[src/rtl/clk_gate_sequencer.sv]
// Purpose: sequences the core clock-gate enable: RUN -> DRAIN -> GATED -> WAKE -> RUN on wb_clk.
// Latency: gate_en is registered; a wake event seen through the SYNC_STAGES synchroniser reopens the clock one edge later.
// Backpressure: none; busy holds off gating in DRAIN, sleep_req low or any wake event aborts to RUN.
// Optional feature macro: GATE_DEBUG_HOLD_EN (enb_debug=1 holds the clock on and blocks sleep entry).
module clk_gate_sequencer #(
    parameter int IDLE_CYCLES = 64,
    parameter int WAKE_CYCLES = 4,
    parameter int SYNC_STAGES = 2,
    parameter int CNT_W       = 24
) (
    input  logic             wb_clk,
    input  logic             wb_rst,
    input  logic             sleep_req,
    input  logic             busy,
    input  logic [2:0]       buttons,
    input  logic             timer_evt,
    input  logic             enb_debug,
    output logic             gate_en,
    output logic [1:0]       state,
    output logic             wake_pulse,
    output logic [2:0]       wake_cause,
    output logic [CNT_W-1:0] gated_cycles
);

    localparam int IDLE_W = $clog2(IDLE_CYCLES + 1);
    localparam int WAKE_W = $clog2(WAKE_CYCLES + 1);
    localparam logic [IDLE_W-1:0] IDLE_LAST = IDLE_W'(IDLE_CYCLES - 1);
    localparam logic [WAKE_W-1:0] WAKE_LAST = WAKE_W'(WAKE_CYCLES - 1);

    typedef enum logic [1:0] {
        ST_RUN   = 2'd0,
        ST_DRAIN = 2'd1,
        ST_GATED = 2'd2,
        ST_WAKE  = 2'd3
    } state_t;

    state_t                        state_q;
    logic [SYNC_STAGES-1:0][2:0]   btn_sync;
    logic [SYNC_STAGES-1:0]        tmr_sync;
    logic [2:0]                    btn_prev;
    logic                          tmr_prev;
    logic [IDLE_W-1:0]             idle_cnt;
    logic [WAKE_W-1:0]             wake_cnt;
    logic                          armed;
    logic                          btn_evt;
    logic                          tmr_evt;
    logic [2:0]                    evt_bits;
    logic                          wake_any;
    logic                          debug_hold;

    assign state = state_q;

    // Bring the asynchronous pads into wb_clk and keep last synchronised values for edge detection.
    always_ff @(posedge wb_clk or negedge wb_rst) begin
        if (!wb_rst) begin
            btn_sync <= '0;
            tmr_sync <= '0;
            btn_prev <= '0;
            tmr_prev <= 1'b0;
        end else begin
            btn_sync <= {btn_sync[SYNC_STAGES-2:0], buttons};
            tmr_sync <= {tmr_sync[SYNC_STAGES-2:0], timer_evt};
            btn_prev <= btn_sync[SYNC_STAGES-1];
            tmr_prev <= tmr_sync[SYNC_STAGES-1];
        end
    end

    // Buttons wake on any change, the timer on a rising edge, debug on level.
    assign btn_evt  = |(btn_sync[SYNC_STAGES-1] ^ btn_prev);
    assign tmr_evt  = tmr_sync[SYNC_STAGES-1] & ~tmr_prev;
    assign evt_bits = {enb_debug, tmr_evt, btn_evt};
    assign wake_any = |evt_bits;

`ifdef GATE_DEBUG_HOLD_EN
    assign debug_hold = enb_debug;
`else
    assign debug_hold = 1'b0;
`endif

    // Sequencer FSM; every output is registered so gate_en never glitches from input logic.
    always_ff @(posedge wb_clk or negedge wb_rst) begin
        if (!wb_rst) begin
            state_q      <= ST_RUN;
            gate_en      <= 1'b1;
            wake_pulse   <= 1'b0;
            wake_cause   <= 3'b000;
            gated_cycles <= '0;
            idle_cnt     <= '0;
            wake_cnt     <= '0;
            armed        <= 1'b1;
        end else begin
            gate_en    <= 1'b1;
            wake_pulse <= 1'b0;
            case (state_q)
                ST_RUN: begin
                    if (!sleep_req) begin
                        armed <= 1'b1;
                    end else if (armed && !debug_hold) begin
                        state_q    <= ST_DRAIN;
                        idle_cnt   <= '0;
                        wake_cause <= 3'b000;
                        armed      <= 1'b0;
                    end
                end
                ST_DRAIN: begin
                    // Abort wins over gating when both happen in one cycle.
                    if (!sleep_req || wake_any) begin
                        state_q    <= ST_RUN;
                        wake_cause <= wake_cause | evt_bits;
                    end else if (!busy && idle_cnt == IDLE_LAST) begin
                        state_q      <= ST_GATED;
                        gate_en      <= debug_hold;
                        gated_cycles <= '0;
                    end else if (busy) begin
                        idle_cnt <= '0;
                    end else begin
                        idle_cnt <= idle_cnt + 1'b1;
                    end
                end
                ST_GATED: begin
                    if (gated_cycles != {CNT_W{1'b1}}) begin
                        gated_cycles <= gated_cycles + 1'b1;
                    end
                    if (wake_any) begin
                        state_q    <= ST_WAKE;
                        wake_cnt   <= '0;
                        wake_cause <= wake_cause | evt_bits;
                    end else begin
                        gate_en <= debug_hold;
                    end
                end
                ST_WAKE: begin
                    // Late events are recorded but do not stretch the wake window.
                    wake_cause <= wake_cause | evt_bits;
                    if (wake_cnt == WAKE_LAST) begin
                        state_q    <= ST_RUN;
                        wake_pulse <= 1'b1;
                    end else begin
                        wake_cnt <= wake_cnt + 1'b1;
                    end
                end
                default: state_q <= ST_RUN;
            endcase
        end
    end

endmodule

[config.mk]
export PLATFORM = sky130hd
export DESIGN_NAME = clk_gate_sequencer
export DESIGN_NICKNAME = d
export VERILOG_FILES = /design/src/rtl/clk_gate_sequencer.sv
export SDC_FILE = /design/constraint.sdc
export NUM_CORES = 1
export LEC_CHECK = 0
export ABC_AREA = 1
export BUFFER_PORTS_ARGS = -buffer_cell sky130_fd_sc_hd__buf_2
export CORE_UTILIZATION = 54
export CTS_BUF_LIST = sky130_fd_sc_hd__clkbuf_2
export DETAILED_ROUTE_END_ITERATION = 10
export PLACE_DENSITY = 0.78
export SLEW_MARGIN = 20
export SYNTH_ARGS = -nofsm -noshare
export SYNTH_HDL_FRONTEND = slang
export SYNTH_SLANG_ARGS = --single-unit
[constraint.sdc]
create_clock -name wb_clk -period 1.7 [get_ports wb_clk]
set_input_delay 0.085 -clock wb_clk [delete_from_list [all_inputs] [get_ports wb_clk]]
set_output_delay 0.085 -clock wb_clk [all_outputs]
set_load 0.01 [all_outputs]
-- Word level (Yosys, flattened, before mapping)
Cells that the tools add are included.
- reduce and logical (&&, ||, !) cells: 15
- equality and inequality tests: 17
- bitwise logic cells: 4
- $add $sub $neg: 3
- mux-type cells: 32
- operator list (kind ; number):
    two-way mux 24 bit ; 3
    case mux 24 bit (2 select lines) ; 1
    two-way mux 7 bit ; 5
    adder 24 x 1 -> 24 bit (second input constant) ; 1
    inequality test 24 bit (second input constant) ; 1
    inequality test 2 bit (second input constant) ; 10
    two-way mux 3 bit ; 6
    case mux 7 bit (2 select lines) ; 1
    two-way mux 2 bit ; 6
    case mux 3 bit (4 select lines) ; 1
    AND reduction 5 bit ; 2
    case mux 2 bit (4 select lines) ; 1
    AND reduction 4 bit ; 2
    adder 7 x 1 -> 7 bit (second input constant) ; 1
    equality test 7 x 6 -> 1 bit (second input constant) ; 1
    two-way mux 1 bit ; 6
    case mux 3 bit (2 select lines) ; 1
    nonzero test 2 bit ; 3
    OR reduction 5 bit ; 1
    equality test 2 bit (second input constant) ; 2
    adder 3 x 1 -> 3 bit (second input constant) ; 1
    equality test 3 x 2 -> 1 bit (second input constant) ; 1
    inequality test 3 bit (second input constant) ; 1
    OR 3 bit ; 1
    11 further kinds ; 12
- register bits: 54
- input bits: 9
- output and inout port bits: 31

-- Logic depth before layout (Yosys ltp)
- word-level depth: 6
- depth in mapped cells: 12

-- Worst setup path before layout
OpenSTA, ideal clock, no wires.
- kind: reg-to-reg
- start point: register gated_cycles[0]
- end point: register gated_cycles[0]
- cell stages (with the launch flop): 12
- library setup time: 0.117 ns
- setup slack: -0.143 ns
- required time: 1.583 ns
- buffers on the path: 1
- period minus slack after synthesis: 1.843 ns
- data arrival time: 1.726 ns
- path through: dfrtp_1 ha_1 nand2_2 nor2_4 nand2_2 nor2_2 nand2_1 nand2_2 o21ai_4 buf_2 nand3_1 nand2_1
- word-level cells in the longest chain between the ends: 3
- RTL lines (element ; RTL line ; RTL):
    start, declared ; 22 ; output logic [CNT_W-1:0] gated_cycles
    start signal, assigned ; 122 ; gated_cycles <= gated_cycles + 1'b1;
    adder 24 x 1 -> 24 bit or inequality test 24 bit (tied branches) ; 122, 121 ;
    two-way mux 24 bit or inequality test 2 bit (tied branches) ; -- ;
    case mux 24 bit (2 select lines) or AND reduction 4 bit (tied branches) ; -- ;
Several ways; a longest one is shown, not always the timed one. The select of a mux whose other input is x is not followed.
A chain may end at the register's enable or synchronous reset.

-- Final worst setup path
- start point: register gated_cycles[9]
- end point: register gated_cycles[18]
Same word-level chain as after synthesis.

==> results.txt <==
Worst IR Drop VDD: 0.6174 mV
Crit path buf inv count: 0
Starting DRT DRC Count: 255
Synthesized Nets: 481
Post-Syn Area: 3226 um^2
RSZ-0062 raised after global routing: true
Crit share post-route: 103.1%
Largest net degree at the start of global routing: 25
Crit-path max FO: 5
Clock Skew: 0.03405 ns
Post-synth top area cell: dfrtp_1
Nets@finish: 587
Clk buf depth: 2
Routed WL: 9.768 mm
Tot GR Track Use: 28.43%
Setup slack after layout: -0.05311 ns
Total vias in the final route: 3560
Placed cells: 602
Num CTS Buffers: 5
Max Cap Viol: 0
Critical-path cell list: nand2_1 -> nor2_1 -> nand2_1 -> nor2_1 -> nand2_1 -> nand2_1 -> nand2_1 -> nor2_1 -> nand2_1 -> nand2_1
Worst slew pin tran: 0.5338 ns
DR vias/cell: 5.545
Initial antenna violation count: 0
Worst R2R Path Depth: 10
Clk slew on worst S/H paths: 0.31 ns
Root Buffer: clkbuf_2
Fin cells: 642
Mapped Cells: 463
FF+latch count, synth: 54
Die Height: 79.29 um
R2R Setup Slk: -0.05 ns
Buffers on Ports: 39
Pins Over Slew Limit: 0
Status: finished, violations left
CTS tree: built
Leakage: 0.002115 uW
Vias in the first global route: 3161
Critical setup path kind: reg -> reg
Max incr delay on CP: 0.49 ns
Power density over the cells: 935.2 nW/um^2
Crit end category: register
Starting Density: 57.17%
Row cnt: 27
Commonest non-fill, non-tap cell in the layout: nand2_1
Fill cell count: 384
Top cell type's share of synthesized area: 40.34%
Drt drc: 0
Layout area overhead: 34.95%
Worst path top cell family by delay: simple AND/OR/NAND/NOR gates
Worst Path Arrival: 2.19 ns
Sequential-to-total area share from yosys stat: 41.97%
Detail Route Antenna Nets: 0
Ys async rst share: 100.0%
Core region area: 5642 um^2
Grt total ovfl: 0
# setup viols final: 12
Reg2reg end: gated_cycles[18]$_DFFE_PN0P_
Post-synthesis adder-cell area fraction: 3.491%
Largest family of logic cells by synthesized area: simple AND/OR/NAND/NOR gates
Multiplexer area fraction after synthesis: 0%
Most frequent CP cell: nand2_1
Data required, critical path: 2.14 ns
Startpoint types: register
RR Startpoint: gated_cycles[9]$_DFFE_PN0P_
Detailed placement HPWL: 5.989 mm
Netlist cell types: 27
Number of clock sinks: 54
HP Class: in -> async
Setup TNS: -0.2521 ns
Xor/xnor share of the synthesized area: 2.715%
Primary FF master, synth: dfrtp_1
First-pass GRT wire length: 13.95 mm
Hold Vio Cnt, Final: 0
Die area: 6286 um^2
Final hold slack: 0.02944 ns
Worst slew margin relative to its limit: 64.41%
DIE WIDTH: 79.29 um
Drt pass-1 iters: 4
Worst-skew pair later-pin latency: 0.50 ns
Layout cells sized above 1: 27.89%
Max stage delay cell, worst path: dfrtp_2
Peak Freq: 0.5704 GHz
Highest-count cells in the layout ignoring fill and taps: nand2_1, nor2_1, dfrtp_1
Avg Cell Area, Syn: 6.967 um^2
Compound-Gate Fraction of Synth Area: 4.849%
Dominant cells by area after synthesis: dfrtp_1, nand2_1, nor2_1
Minimum clock period: 1.753 ns
H-tree depth: 2
Failing checks: negative setup slack
Synth Area in Simple Gates: 40.19%
N_diodes: 0
I/O pin total: 40
Post-synth EDFFs: 0
DR WL/cell: 15.21 um
Yosys warns: 0
GPL Wtd Cong: 0.8486
Layout Utilization: 77.16%
## Yosys cell counts (2+ instances only)
master / instances
dfrtp_1: 52
nand3_1: 38
o21bai_1: 6
nand2_2: 4
clkbuf_1: 3
o21ai_0: 13
a21oi_1: 2
dfstp_2: 2
buf_6: 2
nand2_1: 180
nor2_1: 68
nand4_1: 15
nor2_2: 2
inv_1: 43
buf_2: 4
ha_1: 9
xor2_1: 9
o211ai_1: 2
## routing by layer
metal	wire length, um	global-route usage, %
met5	0	0
met4	401	12.91
met3	679	3.908
met2	4936	49.22
met1	3751	34.95
## cell type report
class / count / area (um^2) / area share (%)
Clock buffer: 5 / 25.02 / 0.5749
Clock inverter: 3 / 25.02 / 0.5749
Inverter: 44 / 165.2 / 3.794
Multi-Input combinational cell: 359 / 1884 / 43.29
Sequential cell: 54 / 1358 / 31.19
Tap cell: 72 / 90.09 / 2.070
Timing Repair Buffer: 105 / 805.8 / 18.51
## sequential cells by signal, indices dropped and copies added, names as in the netlist, named ones only
name,flops
btn_sync,6
armed,1
tmr_sync,2
gate_en,1
wake_pulse,1
gated_cycles,24
idle_cnt,7
wake_cause,3
state,1
btn_prev,3
tmr_prev,1
wake_cnt,3
## worst max-delay path by stage
stage	cells past startpoint	endpoint	slack, ns	startpoint
detailed placement	10	gated_cycles[11]$_DFFE_PN0P_	-0.006	idle_cnt[1]$_DFFE_PN0P_
global placement	9	gate_en$_DFF_PN1_	0.05	idle_cnt[1]$_DFFE_PN0P_
finish	10	gated_cycles[18]$_DFFE_PN0P_	-0.05	gated_cycles[9]$_DFFE_PN0P_
floorplan	11	gated_cycles[0]$_DFFE_PN0P_	0.03	gated_cycles[0]$_DFFE_PN0P_
CTS	10	gated_cycles[13]$_DFFE_PN0P_	-0.005	idle_cnt[0]$_DFFE_PN0P_
global route	9	gated_cycles[14]$_DFFE_PN0P_	-0.15	gated_cycles[1]$_DFFE_PN0P_
## what timing repair did
| item | in CTS | in global routing |
|---|---|---|
| gates resized for setup | 5 | 53 |
| hold buffers | 8 | 0 |
| buffers inserted | 3 | 14 |
| gates cloned | 0 | 7 |
| endpoints found under the hold margin | 67 | 0 |
| endpoints found under the setup margin | 25 | 40 |
| pin swaps | 1 | 18 |
## where the power goes
| part | total (uW) | switching [uW] | internal [uW] |
|---|---|---|---|
| sequential | 1480 | 73.2 | 1410 |
| combinational | 2020 | 1170 | 860 |
| clock | 563 | 454 | 110 |
## worst register-to-register path: cells and delay by family (launching register included)
kind          cells  cell delay [ns]
flops             1             0.49
simple gates     10             1.23
## per-stage QoR
stage | instance area, um^2 | total power (uW) | worst slack [ns]
6_report | 4353 | 4071 | -0.05311
4_1_cts | 3936 | 3253 | -0.005065
5_1_grt | 4353 | 4279 | -0.1520
3_3_place_gp | 3761 | 2582 | 0.05484
2_1_floorplan | 3241 | 2235 | 0.02698
3_5_place_dp | 3761 | 2626 | -0.005912
## cell families (layout without fill, tap and decap cells)
| logic type | Yosys count | count (layout) |
|---|---|---|
| AND/OR/NAND/NOR | 312 | 315 |
| flip-flops | 54 | 54 |
| buffers and inverters | 53 | 157 |
| AO/OA/AOI/OAI | 25 | 25 |
| XOR/XNOR | 10 | 10 |
| adder cells (fa/ha/maj) | 9 | 9 |
No activity file was read; power rests on OpenSTA's default activity.
